## src/rtl/cpu_pkg.sv

```systemverilog
// cpu_pkg: shared types for the 16-bit CPU front end.
//   CPU_ADDR_W / CPU_DATA_W : default instruction address / word widths
//   fetch_state_e           : instruction fetch FSM states
//   fetch_entry_t           : one fetch buffer entry {addr, data}
package cpu_pkg;

  localparam int CPU_ADDR_W = 16;
  localparam int CPU_DATA_W = 16;

  typedef enum logic [1:0] {
    IDLE = 2'd0,
    REQ  = 2'd1,
    DROP = 2'd2
  } fetch_state_e;

  typedef struct packed {
    logic [CPU_ADDR_W-1:0] addr;
    logic [CPU_DATA_W-1:0] data;
  } fetch_entry_t;

endpackage

```

## src/rtl/fetch_buffer.sv

```systemverilog
// fetch_buffer: small FIFO of fetched instructions (depth 1 or 2).
// Entry 0 is always the head; a pop shifts the remaining entries down.
// Ports:
//   clk, rst_n : clock, synchronous active-low reset
//   clear_i    : drop all entries (wins over push/pop)
//   push_i     : write din_i at the tail
//   pop_i      : remove the head entry
//   din_i      : entry to push
//   dout_o     : head entry
//   count_o    : number of valid entries
//   full_o     : count_o == DEPTH
//   empty_o    : count_o == 0
module fetch_buffer
  import cpu_pkg::*;
#(
  parameter int DEPTH = 2,
  parameter int CNT_W = $clog2(DEPTH + 1)
) (
  input  logic             clk,
  input  logic             rst_n,
  input  logic             clear_i,
  input  logic             push_i,
  input  logic             pop_i,
  input  fetch_entry_t     din_i,
  output fetch_entry_t     dout_o,
  output logic [CNT_W-1:0] count_o,
  output logic             full_o,
  output logic             empty_o
);

  fetch_entry_t     q_q [DEPTH];
  fetch_entry_t     q_d [DEPTH];
  logic [CNT_W-1:0] cnt_q, cnt_d;
  logic             do_push, do_pop;

  assign empty_o = (cnt_q == '0);
  assign full_o  = (cnt_q == CNT_W'(DEPTH));
  assign count_o = cnt_q;
  assign dout_o  = q_q[0];

  // Over/underflow protection; a push into a full buffer is allowed only
  // when the head leaves in the same cycle.
  assign do_pop  = pop_i && !empty_o;
  assign do_push = push_i && (!full_o || do_pop);

  always_comb begin
    q_d   = q_q;
    cnt_d = cnt_q;
    if (clear_i) begin
      cnt_d = '0;
    end else begin
      if (do_pop) begin
        for (int i = 1; i < DEPTH; i++) q_d[i-1] = q_q[i];
        cnt_d = cnt_d - CNT_W'(1);
      end
      // Tail index is taken after the pop so push+pop lands in the right slot.
      if (do_push) begin
        for (int i = 0; i < DEPTH; i++)
          if (CNT_W'(i) == cnt_d) q_d[i] = din_i;
        cnt_d = cnt_d + CNT_W'(1);
      end
    end
  end

  always_ff @(posedge clk) begin
    if (!rst_n) begin
      cnt_q <= '0;
      for (int i = 0; i < DEPTH; i++) q_q[i] <= '0;
    end else begin
      cnt_q <= cnt_d;
      q_q   <= q_d;
    end
  end

endmodule

```

## src/rtl/instruction_fetch.sv

```systemverilog
// instruction_fetch: single-outstanding instruction fetch unit.
// Reads from instruction memory at the PC, buffers returned words for the
// decoder and pulses pc_adv for every accepted fetch. flush discards the
// buffer and any in-flight read.
// Build option: FETCH_PREFETCH_EN defined -> 2-entry buffer, chained
// requests (one instruction per cycle); undefined -> 1-entry buffer.
// Ports:
//   clk, rst_n          : clock, synchronous active-low reset
//   pc                  : address of the next fetch
//   pc_adv              : one-cycle pulse, program counter increments
//   flush               : drop buffered/in-flight words (pc already redirected)
//   mem_req, mem_addr   : read request, address stable while mem_req high
//   mem_ack, mem_rdata  : read completion and returned word
//   instr, instr_addr   : head-of-buffer instruction and its address
//   instr_valid         : head entry valid
//   instr_ready         : decoder accepts head entry
module instruction_fetch
  import cpu_pkg::*;
#(
  parameter int ADDR_W = CPU_ADDR_W,
  parameter int DATA_W = CPU_DATA_W
) (
  input  logic              clk,
  input  logic              rst_n,
  input  logic [ADDR_W-1:0] pc,
  output logic              pc_adv,
  input  logic              flush,
  output logic              mem_req,
  output logic [ADDR_W-1:0] mem_addr,
  input  logic              mem_ack,
  input  logic [DATA_W-1:0] mem_rdata,
  output logic [DATA_W-1:0] instr,
  output logic [ADDR_W-1:0] instr_addr,
  output logic              instr_valid,
  input  logic              instr_ready
);

`ifdef FETCH_PREFETCH_EN
  localparam int DEPTH = 2;
`else
  localparam int DEPTH = 1;
`endif
  localparam int CNT_W = $clog2(DEPTH + 1);

  fetch_state_e      state_q;
  logic              mem_req_q;
  logic [ADDR_W-1:0] mem_addr_q;

  fetch_entry_t      buf_din, buf_dout;
  logic [CNT_W-1:0]  buf_cnt;
  logic              buf_full, buf_empty;
  logic              push, pop, space_ok;

  // flush outranks both the decoder pop and the memory push.
  assign pop  = !buf_empty && instr_ready && !flush;
  assign push = (state_q == REQ) && mem_ack && !flush && (!buf_full || pop);

  // Free slot left after this cycle's push/pop (push is 0 outside REQ).
  assign space_ok = (int'(buf_cnt) + int'(push) - int'(pop)) < DEPTH;

  assign buf_din.addr = mem_addr_q;
  assign buf_din.data = mem_rdata;

  fetch_buffer #(
    .DEPTH (DEPTH)
  ) u_buf (
    .clk     (clk),
    .rst_n   (rst_n),
    .clear_i (flush),
    .push_i  (push),
    .pop_i   (pop),
    .din_i   (buf_din),
    .dout_o  (buf_dout),
    .count_o (buf_cnt),
    .full_o  (buf_full),
    .empty_o (buf_empty)
  );

  always_ff @(posedge clk) begin
    if (!rst_n) begin
      state_q    <= IDLE;
      mem_req_q  <= 1'b0;
      mem_addr_q <= '0;
    end else begin
      case (state_q)
        IDLE: begin
          if (!flush && space_ok) begin
            state_q    <= REQ;
            mem_req_q  <= 1'b1;
            mem_addr_q <= pc;
          end
        end
        REQ: begin
          if (flush) begin
            // Acked data this cycle is simply not pushed; otherwise the
            // outstanding read must still be drained in DROP.
            if (mem_ack) begin
              state_q   <= IDLE;
              mem_req_q <= 1'b0;
            end else begin
              state_q   <= DROP;
            end
          end else if (mem_ack) begin
            if (space_ok) begin
              // pc increments on this edge, so the next address is pc+1.
              mem_addr_q <= pc + ADDR_W'(1);
            end else begin
              state_q   <= IDLE;
              mem_req_q <= 1'b0;
            end
          end
        end
        DROP: begin
          if (mem_ack) begin
            state_q   <= IDLE;
            mem_req_q <= 1'b0;
          end
        end
        default: begin
          state_q   <= IDLE;
          mem_req_q <= 1'b0;
        end
      endcase
    end
  end

  assign pc_adv      = push;
  assign mem_req     = mem_req_q;
  assign mem_addr    = mem_addr_q;
  assign instr       = buf_dout.data;
  assign instr_addr  = buf_dout.addr;
  assign instr_valid = !buf_empty;

endmodule

```

## config.mk

```make
export PLATFORM = sky130hd
export DESIGN_NAME = instruction_fetch
export DESIGN_NICKNAME = d
export VERILOG_FILES = /design/src/rtl/cpu_pkg.sv /design/src/rtl/fetch_buffer.sv /design/src/rtl/instruction_fetch.sv
export SDC_FILE = /design/constraint.sdc
export NUM_CORES = 1
export LEC_CHECK = 0
export ABC_AREA = 1
export BUFFER_PORTS_ARGS = -buffer_cell sky130_fd_sc_hd__buf_2
export CORE_MARGIN = 2
export CORE_UTILIZATION = 45
export CTS_CLUSTER_DIAMETER = 150
export DETAILED_ROUTE_END_ITERATION = 10
export GPL_ROUTABILITY_DRIVEN = 0
export PLACE_DENSITY_LB_ADDON = 0.12
export SLEW_MARGIN = 20
export SYNTH_ARGS = -nofsm -noshare
export SYNTH_HDL_FRONTEND = slang
export SYNTH_SLANG_ARGS = --single-unit
```

## constraint.sdc

```tcl
create_clock -name clk -period 4.5 [get_ports clk]
set_input_delay 0.225 -clock clk [delete_from_list [all_inputs] [get_ports clk]]
set_output_delay 0.225 -clock clk [all_outputs]
set_load 0.01 [all_outputs]
```

# Yosys cells after proc, flatten, opt, wreduce, memory -nomap -nowiden
# Index checks and enable logic that the tools add are counted.
classes:
  addsub: 5
  order_cmp: 1
  n_eq_ne: 9
  mux: 21
  bitwise_logic: 3
  n_reduce_logical: 19
op_table:
  columns: ["op", "n"]
  rows:
  - ["$mux W16", 4]
  - ["$pmux W16 S2", 1]
  - ["$add A16 B1 Y16 const B", 1]
  - ["$mux W2", 6]
  - ["$ne A2 B2 Y1 const B", 5]
  - ["$logic_and A1 B1 Y1", 8]
  - ["$mux W1", 8]
  - ["$ne A3 B3 Y1 const B", 2]
  - ["$pmux W2 S3", 1]
  - ["$reduce_and A3 Y1", 2]
  - ["$reduce_and A5 Y1", 1]
  - ["$reduce_and A4 Y1", 1]
  - ["$lt A3 B2 Y1 const B", 1]
  - ["$not A1 Y1", 3]
  - ["$pmux W1 S3", 1]
  - ["$sub A2 B1 Y3", 1]
  - ["$add A1 B1 Y2", 1]
  - ["$eq A2 B1 Y1 const B", 1]
  - ["$eq A2 B2 Y1 const B", 1]
  - ["$logic_not A1 Y1", 2]
  - ["$logic_not A2 Y1", 1]
  - ["$logic_or A1 B1 Y1", 2]
  - ["$reduce_bool A2 Y1", 1]
  - ["$reduce_or A2 Y1", 1]
  - ["other kinds (2)", 2]
word_totals:
  ff_bits: 52
  inputBits: 37
  out_inout_bits: 51
  wordCells: 64

# Logic depth before layout (Yosys ltp)
# Gate-level depths: netlist (run 1).
depth:
  depth_word: 11
  depth_mapped: 14
  ltp_nobuf: 13

# Hierarchy
# A second synthesis (run 1) with hierarchy kept.
unflattened:
  cells_unflattened: 396
  hier_area_um2: 2713.9
by_module_without_submodules:
  columns: ["module", "n_inst", "cells_each", "area_per_inst_um2", "seq_area_each_um2"]
  rows:
  - ["fetch_buffer", 1, 218, 1524.0, 660.6]
  - ["instruction_fetch", 1, 178, 1189.9, 380.4]

# Worst setup path after synthesis (run 1)
# Ideal clock, no wire load.
synth_timing:
  path_type: "register -> register"
  startpoint: "reg u_buf.cnt_q, in the netlist u_buf.count_o"
  endpoint: "reg mem_req_q, in the netlist mem_req"
  setup_time_ns: 0.086
  arrival_ns: 2.153
  required_ns: 4.414
  setup_slack_ns: 2.261
  path_stages_with_launch: 10
  n_path_buf: 1
  synth_period_minus_slack_ns: 2.239
  cell_sequence: "dfxtp_1 nand3_1 ha_1 nor2_8 inv_6 buf_6 fa_1 o21ai_0 nand3_2 a211oi_1"
synth_between:
  elab_chain_cells: 10
  elab_cells_between_ends: 12
  classes_between: "add/sub: 2; order compare: 1; eq/ne: 2; reduce/logical: 7"
synth_rtl:
  columns: ["element", "line", "rtl"]
  rows:
  - ["start, declared", "fetch_buffer.sv:33", "logic [CNT_W-1:0] cnt_q, cnt_d;"]
  - ["start signal, assigned", "fetch_buffer.sv:70", "cnt_q <= cnt_d;"]
  - ["$logic_and A1 B1 Y1 (2 in series)", "instruction_fetch.sv:55", "assign pop = !buf_empty && instr_ready && !flush;"]
  - ["$logic_or A1 B1 Y1", "instruction_fetch.sv:56", "assign push = (state_q == REQ) && mem_ack && !flush && (!buf_full || pop);"]
  - ["$logic_and A1 B1 Y1", "instruction_fetch.sv:56", null]
  - ["$add A1 B1 Y2", "instruction_fetch.sv:59", "assign space_ok = (int'(buf_cnt) + int'(push) - int'(pop)) < DEPTH;"]
  - ["$sub A2 B1 Y3 *", "instruction_fetch.sv:59", null]
  - ["$lt A3 B2 Y1 *", "instruction_fetch.sv:59", null]
  - ["$logic_and A1 B1 Y1", "instruction_fetch.sv:87", "if (!flush && space_ok) begin"]
  - ["$ne A2 B2 Y1 (no source line)", null, null]
  - ["$reduce_and A3 Y1 (no source line) *", null, null]
  - ["end signal, assigned", "instruction_fetch.sv:82", "mem_req_q <= 1'b0;"]
  - ["end signal, assigned", "instruction_fetch.sv:89", "mem_req_q <= 1'b1;"]
  - ["end signal, assigned", "instruction_fetch.sv:99", "mem_req_q <= 1'b0;"]
  - ["end, declared", "instruction_fetch.sv:46", "logic mem_req_q;"]
# Every way passes the cells marked *; elsewhere a longest branch is shown, timed or not.
# A chain may end at the register's enable or synchronous reset.

# Final worst setup path (run 1)
layout_timing:
  startpoint: "reg u_buf.cnt_q, in the netlist u_buf.count_o"
  endpoint: "reg mem_addr_q[8], in the netlist mem_addr[8]"
layout_between:
  elab_chain_cells: 10
  elab_cells_between_ends: 12
  classes_between: "add/sub: 2; order compare: 1; eq/ne: 2; reduce/logical: 7"
layout_rtl:
  columns: ["element", "line", "rtl"]
  rows:
  - ["$logic_and A1 B1 Y1 (2 in series)", "instruction_fetch.sv:55", null]
  - ["$logic_or A1 B1 Y1", "instruction_fetch.sv:56", null]
  - ["$logic_and A1 B1 Y1", "instruction_fetch.sv:56", null]
  - ["$add A1 B1 Y2", "instruction_fetch.sv:59", null]
  - ["$sub A2 B1 Y3 *", "instruction_fetch.sv:59", null]
  - ["$lt A3 B2 Y1 *", "instruction_fetch.sv:59", null]
  - ["$logic_and A1 B1 Y1", "instruction_fetch.sv:87", null]
  - ["$ne A2 B2 Y1 (no source line)", null, null]
  - ["$reduce_and A5 Y1 (no source line) *", null, null]
  - ["end signal, assigned", "instruction_fetch.sv:90", "mem_addr_q <= pc;"]
  - ["end signal, assigned", "instruction_fetch.sv:106", "mem_addr_q <= pc + ADDR_W'(1);"]
  - ["end, declared", "instruction_fetch.sv:47", "logic [ADDR_W-1:0] mem_addr_q;"]
# Marked as above.

==> flow_summary.yaml, run 1 <==
worst_setup_path:
  critPathKind: "reg2reg"
  crit_path_end: "mem_addr[8]$_SDFFE_PN0P_"
  critPathSlowestCell: "nor3_4"
  cpPeakStageDelay_ns: 0.70
  critPathArrivalTime_ns: 2.96
  cp-start-kind: "flop"
  reg2reg_to: "mem_addr[8]$_SDFFE_PN0P_"
  r2r_start: "u_buf.count_o$_SDFF_PP0_"
  crit_start: "u_buf.count_o$_SDFF_PP0_"
  reg2reg_depth: 11
  crit_chain: "nand3_1, ha_1, nor2_8, inv_6, fa_1, nand2_2, nor3_4, inv_2, a21oi_1, o21ai_1, inv_1"
  worst-path-max-fanout: 41
  required_ns: 4.75
  rrSetupSlack_ns: 1.79
  endpoint_kind: "flop"
status:
  status: "complete, no violations"
placed_design:
  post-place-ws_ns: 1.71
  place_area_um2: 2800
  portBuffers: 87
  dpl.hpwl_um: 3970
yosys:
  synthCells: 313
  ys_types: 33
  seq_area_frac_synth_pct: 43.8
  syn_area_um2: 2380
  postSynthAreaPerCell_um2: 7.60
  syn_nets: 353
  ys_ff_latch: 52
  yosysWarnings: 0
power_and_ir_drop:
  power.density_nw_per_um2: 353
  leakagePower_nw: 1.52
  power.total_mw: 1.04
  ir_drop_v: 0.000151
grt:
  use_met3_pct: 4.12
  first_global_vias: 1975
  grt_max_degree: 45
  use_met2_pct: 29.8
  busiest_layer: "met2"
  grt_overflow_total: 0
  grt_pass1_wl_um: 8910
  antenna_found_initial: 0
  track_usage_pct: 18.5
  grt_use_met1_pct: 24.9
timing:
  hold_violations: 0
  setup_viol: 0
  max_slew_margin_pct: 43.5
  min_period_ns: 2.71
  setup_slack_ns: 1.79
  rsz0062_at_grt: "no"
  timing.setup.tns_ns: 0
  slew_violations: 0
  min_period_over_period_pct: 60.2
  worst_pin_slew_ns: 0.845
  finClkSkew_ns: 0.00922
  fmax_mhz: 369
clock_tree:
  cts.htree.levels: 2
  clkTransAtPathRegs_ns: 0.10
  postCtsHoldBufs: 0
  clock_sinks: 52
  cts_resized: 0
  root_buffer: "clkbuf_8"
  clk_latency_ns: 0.31
  cts_setup_buffers: 0
  clock_path_buffers: 2
  numCtsBuffers: 5
  cts_tree: "yes"
job:
  maxCapViolCount: 0
worst_hold_path:
  whs_path_depth: 3
  holdCritPathClass: "in2reg"
routing:
  ant_nets: 0
  wire_per_inst_um: 11.7
  post-route-drc-count: 0
  routed_wl_um: 5430
  drt_iter0_markers: 123
  drt-vias-per-instance: 4.85
  dr.pass1.iters: 5
  num_vias: 2260
layout:
  syn_to_final_growth_pct: 23.6
  fin_area_um2: 2940
  antennaDiodeCount: 0
  fin_util_pct: 57.6
  drive_above_1_share_pct: 28.0
  nets: 435
floorplan:
  initial_core_util_pct: 46.6
  die-area_um2: 5880
  dieHeight_um: 76.7
  core_area_um2: 5110
  pin_count: 88
  core.rowCount: 26
  fp.dieW_um: 76.7
report_power, final:
| part | total (mW) | switching, mW | internal [mW] | leakage [nW] |
|---|---|---|---|---|
| clock | 0.381 | 0.157 | 0.224 | 0.0687 |
| sequential | 0.506 | 0.0181 | 0.488 | 0.425 |
| combinational | 0.151 | 0.0927 | 0.0583 | 1.03 |
| total | 1.04 | 0.268 | 0.770 | 1.52 |
critical path, delay by kind of cell, from the launching register on:
family	cells	cell delay, ns
AOI/OAI and AO/OA	2	0.24
and+or+nand+nor	4	1.06
DFF	1	0.35
buffers and inverters	3	0.44
adders and majority gates	2	0.53
synth_stat cells (all sizes together):
cell    instances  share of area (%)
nand3b          1               0.32
fa              1               0.84
buf             8                3.5
nand4           4                1.1
dfxtp          52                 44
nor2           65                 12
o21ai          47                 10
o211ai          1               0.32
a31oi           1               0.26
nand3          16                3.8
clkinv          1               0.16
a21oi          23                4.8
xnor2           1               0.37
nor3            5                1.5
inv            35                5.7
o21bai          1               0.32
clkbuf          4               0.63
xor2            7                2.6
a211oi          1               0.32
nand2          37                6.6
ha              2                1.1
cell usage in the layout (no fill, tap or decap):
cell type  Yosys  routed
nand3_2        2       2
nand2_2        1       1
nand3b_1       1       1
ha_1           2       2
o21ai_1        6       6
nor2_1        60      60
o21bai_1       1       1
o21ai_2        1       1
o211ai_1       1       1
nor3_4         1       1
nand3_1       14      14
dfxtp_1       52      52
clkinv_1       1       1
bufinv_16      0       2
buf_2          1      87
clkbuf_8       0       5
a21oi_1       23      23
a31oi_1        1       1
inv_2          3       3
a211oi_1       1       1
nor2_4         3       3
fa_1           1       1
nor3_1         4       4
nand2_4        2       2
xor2_1         7       7
nand2_1       34      34
xnor2_1        1       1
nor2_2         1       1
inv_1         31      31
nand4_1        4       4
o21ai_0       40      40
nor2_8         1       1
inv_6          1       2
stage by stage:
stage | hold slack, ns | instances
CTS | 0.121 | 466
detailed placement | 0.453 | 458
global route | 0.136 | 466
global placement | 0.450 | 458
finish | 0.130 | 466
floorplan | 0.297 | 313
area by class of cell:
| class | instances | area (µm²) |
|---|---|---|
| Tap cell | 70 | 87.6 |
| Clock buffer | 5 | 68.8 |
| Clock inverter | 3 | 68.8 |
| Multi-Input combinational cell | 213 | 1100 |
| Sequential cell | 52 | 1040 |
| Inverter | 36 | 140 |
| Timing Repair Buffer | 87 | 435 |
| Fill cell | 508 | 2170 |
state kept, by name, summed over array words and instances, names as in the netlist:
register / flops
mem_addr: 16
u_buf.dout_o: 32
mem_req: 1
state_q: 2
u_buf.count_o: 1
logic make-up (layout without fill, tap and decap cells):
kind of cell    count (synthesis)  in the layout  share of synthesized area [%]
simple gates                  128            128                           25.3
compound gates                 74             74                           16.1
buf+inv                        48            131                           10.0
fa+ha+maj                       3              3                           1.89
xor+xnor                        8              8                           2.95
flops                          52             52                           43.8
worst min-delay path by stage:
stage / from / end
after floorplan: flush / u_buf.count_o$_SDFF_PP0_
after global placement: mem_rdata[10] / u_buf.dout_o[10]$_SDFFE_PN0P_
after detailed placement: mem_rdata[13] / u_buf.dout_o[13]$_SDFFE_PN0P_
after CTS: mem_rdata[13] / u_buf.dout_o[13]$_SDFFE_PN0P_
after global routing: mem_rdata[5] / u_buf.dout_o[5]$_SDFFE_PN0P_
final: mem_rdata[12] / u_buf.dout_o[12]$_SDFFE_PN0P_
routing by layer:
| metal | routed length [µm] | share of wire [%] |
|---|---|---|
| met3 | 332 | 6.1 |
| met2 | 2440 | 45 |
| met5 | 0 | 0 |
| met1 | 2600 | 48 |
| met4 | 65 | 1.2 |
Note: power is estimated with default switching activity, not from simulation.
==> run 2, diff against run 1 <==
clock period = 2.5 ns   (was 4.5 ns; I/O delays follow)
==> run 2 against run 1 <==
Against the previous run:
- register-to-register slack worse by 1.5 ns
- power is 62% higher
- non-clock buffer count is 4 higher
- routed wire length is 1.5% higher
- first-iteration DRC count is 33% lower
- cell area is 0.47% lower
- maximum frequency is 22% higher
- clock power is 29% higher
- clock skew is 0.0068 ns lower
- die area stayed put
- sequential power is 80% higher
- combinational power is 85% higher
- largest power group unchanged
==> flow_summary.yaml, run 2 (same netlist as run 1, synthesis figures left out) <==
status:
  status: "complete, no violations"
timing:
  setup_viol: 0
  fmax_mhz: 450
  setup_slack_ns: 0.280
  worst_pin_slew_ns: 0.422
  slew_violations: 0
  rsz0062_at_grt: "no"
  timing.setup.tns_ns: 0
  finClkSkew_ns: 0.00246
  hold_violations: 0
  min_period_over_period_pct: 88.8
  max_slew_margin_pct: 71.7
  min_period_ns: 2.22
power_and_ir_drop:
  leakagePower_nw: 1.52
  power_frac_clock_pct: 29.3
  switching_share_pct: 27.9
  ir_drop_v: 0.000291
  p_sw_mw: 0.469
  cell_internal_pwr_mw: 1.21
  power_frac_seq_pct: 54.1
  power.density_nw_per_um2: 575
  pwr-share-comb_pct: 16.6
grt:
  use_met3_pct: 3.29
  grt_use_met1_pct: 25.4
  antenna_found_initial: 0
  grt_max_degree: 41
  track_usage_pct: 19.1
  grt_pass1_wl_um: 9370
  first_global_vias: 2043
  busiest_layer: "met2"
  use_met2_pct: 32.1
  grt_overflow_total: 0
worst_setup_path:
  critPathKind: "reg2reg"
  critPathArrivalTime_ns: 2.45
  required_ns: 2.73
  reg2reg_depth: 10
  endpoint_kind: "flop"
  cp-start-kind: "flop"
  worst-path-max-fanout: 27
floorplan:
  die-area_um2: 5880
  dieHeight_um: 76.7
  pin_count: 88
  core.rowCount: 26
  core_area_um2: 5110
  initial_core_util_pct: 46.6
  fp.dieW_um: 76.7
clock_tree:
  numCtsBuffers: 5
  clock_path_buffers: 2
  postCtsHoldBufs: 0
  root_buffer: "clkbuf_8"
  clock_sinks: 52
  cts_tree: "yes"
  cts_setup_buffers: 0
  clkTransAtPathRegs_ns: 0.09
  cts_resized: 0
  cts.htree.levels: 2
  clk_latency_ns: 0.30
worst_hold_path:
  whs_path_depth: 3
  holdCritPathClass: "in2reg"
routing:
  num_vias: 2293
  post-route-drc-count: 0
  routed_wl_um: 5510
  ant_nets: 0
  drt-vias-per-instance: 4.88
  wire_per_inst_um: 11.7
  dr.pass1.iters: 5
  drt_iter0_markers: 82
layout:
  largest_register_ffs: 32
  fin_cells: 470
  final_cell_mix: "buf_2, nor2_1, dfxtp_1"
  drive_above_1_share_pct: 28.5
  layout_commonest_cell: "buf_2"
  syn_to_final_growth_pct: 23.0
  nets: 439
  fillers: 523
  antennaDiodeCount: 0
job:
  maxCapViolCount: 0
placed_design:
  dpl.hpwl_um: 4040
  portBuffers: 87
  dp_cells: 462
  post-place-ws_ns: 0.255
==> run 2: changes by cell type in the layout (fill, tap and decap cells not counted) <==
cell        previous run  this run
buf_4                  0         4
bufinv_16              2         0
clkbuf_1               0         1
clkbuf_8               5         6
clkinvlp_4             0         1
inv_6                  2         1
==> run 2: area by class of cell <==
cell class | instances | area, µm² | area share, %
Sequential cell | 52 | 1040 | 35.6
Clock buffer | 7 | 86.3 | 2.95
Tap cell | 70 | 87.6 | 2.99
Multi-Input combinational cell | 213 | 1100 | 37.5
Inverter | 36 | 140 | 4.79
Timing Repair Buffer | 91 | 465 | 15.9
Clock inverter | 1 | 7.51 | 0.257
==> run 2: worst max-delay path, stage by stage (launching register included) <==
cell and delay [ns]:
dfxtp_1 0.34, nand3_1 0.11, ha_1 0.27, nor2_8 0.07
inv_6 0.17, fa_1 0.25, nand2_2 0.09, nor3_4 0.33
buf_4 0.28, o21ai_0 0.11, a21oi_1 0.14
==> run 2: power groups by stage <==
| stage | Combinational, mW | Sequential (mW) | Clock, mW |
|---|---|---|---|
| finish | 0.279 | 0.910 | 0.493 |
| global route | 0.318 | 0.917 | 0.542 |
| CTS | 0.282 | 0.909 | 0.507 |
| detailed placement | 0.280 | 0.928 | 0 |
| global placement | 0.276 | 0.929 | 0 |
| floorplan | 0.145 | 0.949 | 0 |
==> run 2: final timing paths <==
check | start | end | slack, ns
max | u_buf.count_o$_SDFF_PP0_ | mem_addr[3]$_SDFFE_PN0P_ | 0.28
max reg2reg | u_buf.count_o$_SDFF_PP0_ | mem_addr[3]$_SDFFE_PN0P_ | 0.28
min reg2reg | mem_addr[7]$_SDFFE_PN0P_ | u_buf.dout_o[23]$_SDFFE_PN0P_ | 0.47
min | mem_rdata[12] | u_buf.dout_o[12]$_SDFFE_PN0P_ | 0.04
==> run 2: metrics by stage <==
stage | total power, mW | hold WS, ns | util (%) | instance area, µm²
final | 1.68 | 0.0436 | 57.3 | 2930
after detailed placement | 1.21 | 0.353 | 55.5 | 2830
after global routing | 1.78 | 0.0493 | 57.3 | 2930
after floorplan | 1.09 | 0.197 | - | 2380
after global placement | 1.20 | 0.348 | 55.5 | 2830
after CTS | 1.70 | 0.0360 | 57.3 | 2930
==> run 2: layer usage <==
metal  part of all wire [%]  up-vias
met5                      0        -
met4                   0.73        0
met3                    4.0        4
met2                     46       59
met1                     50     1042
li1                       -     1188
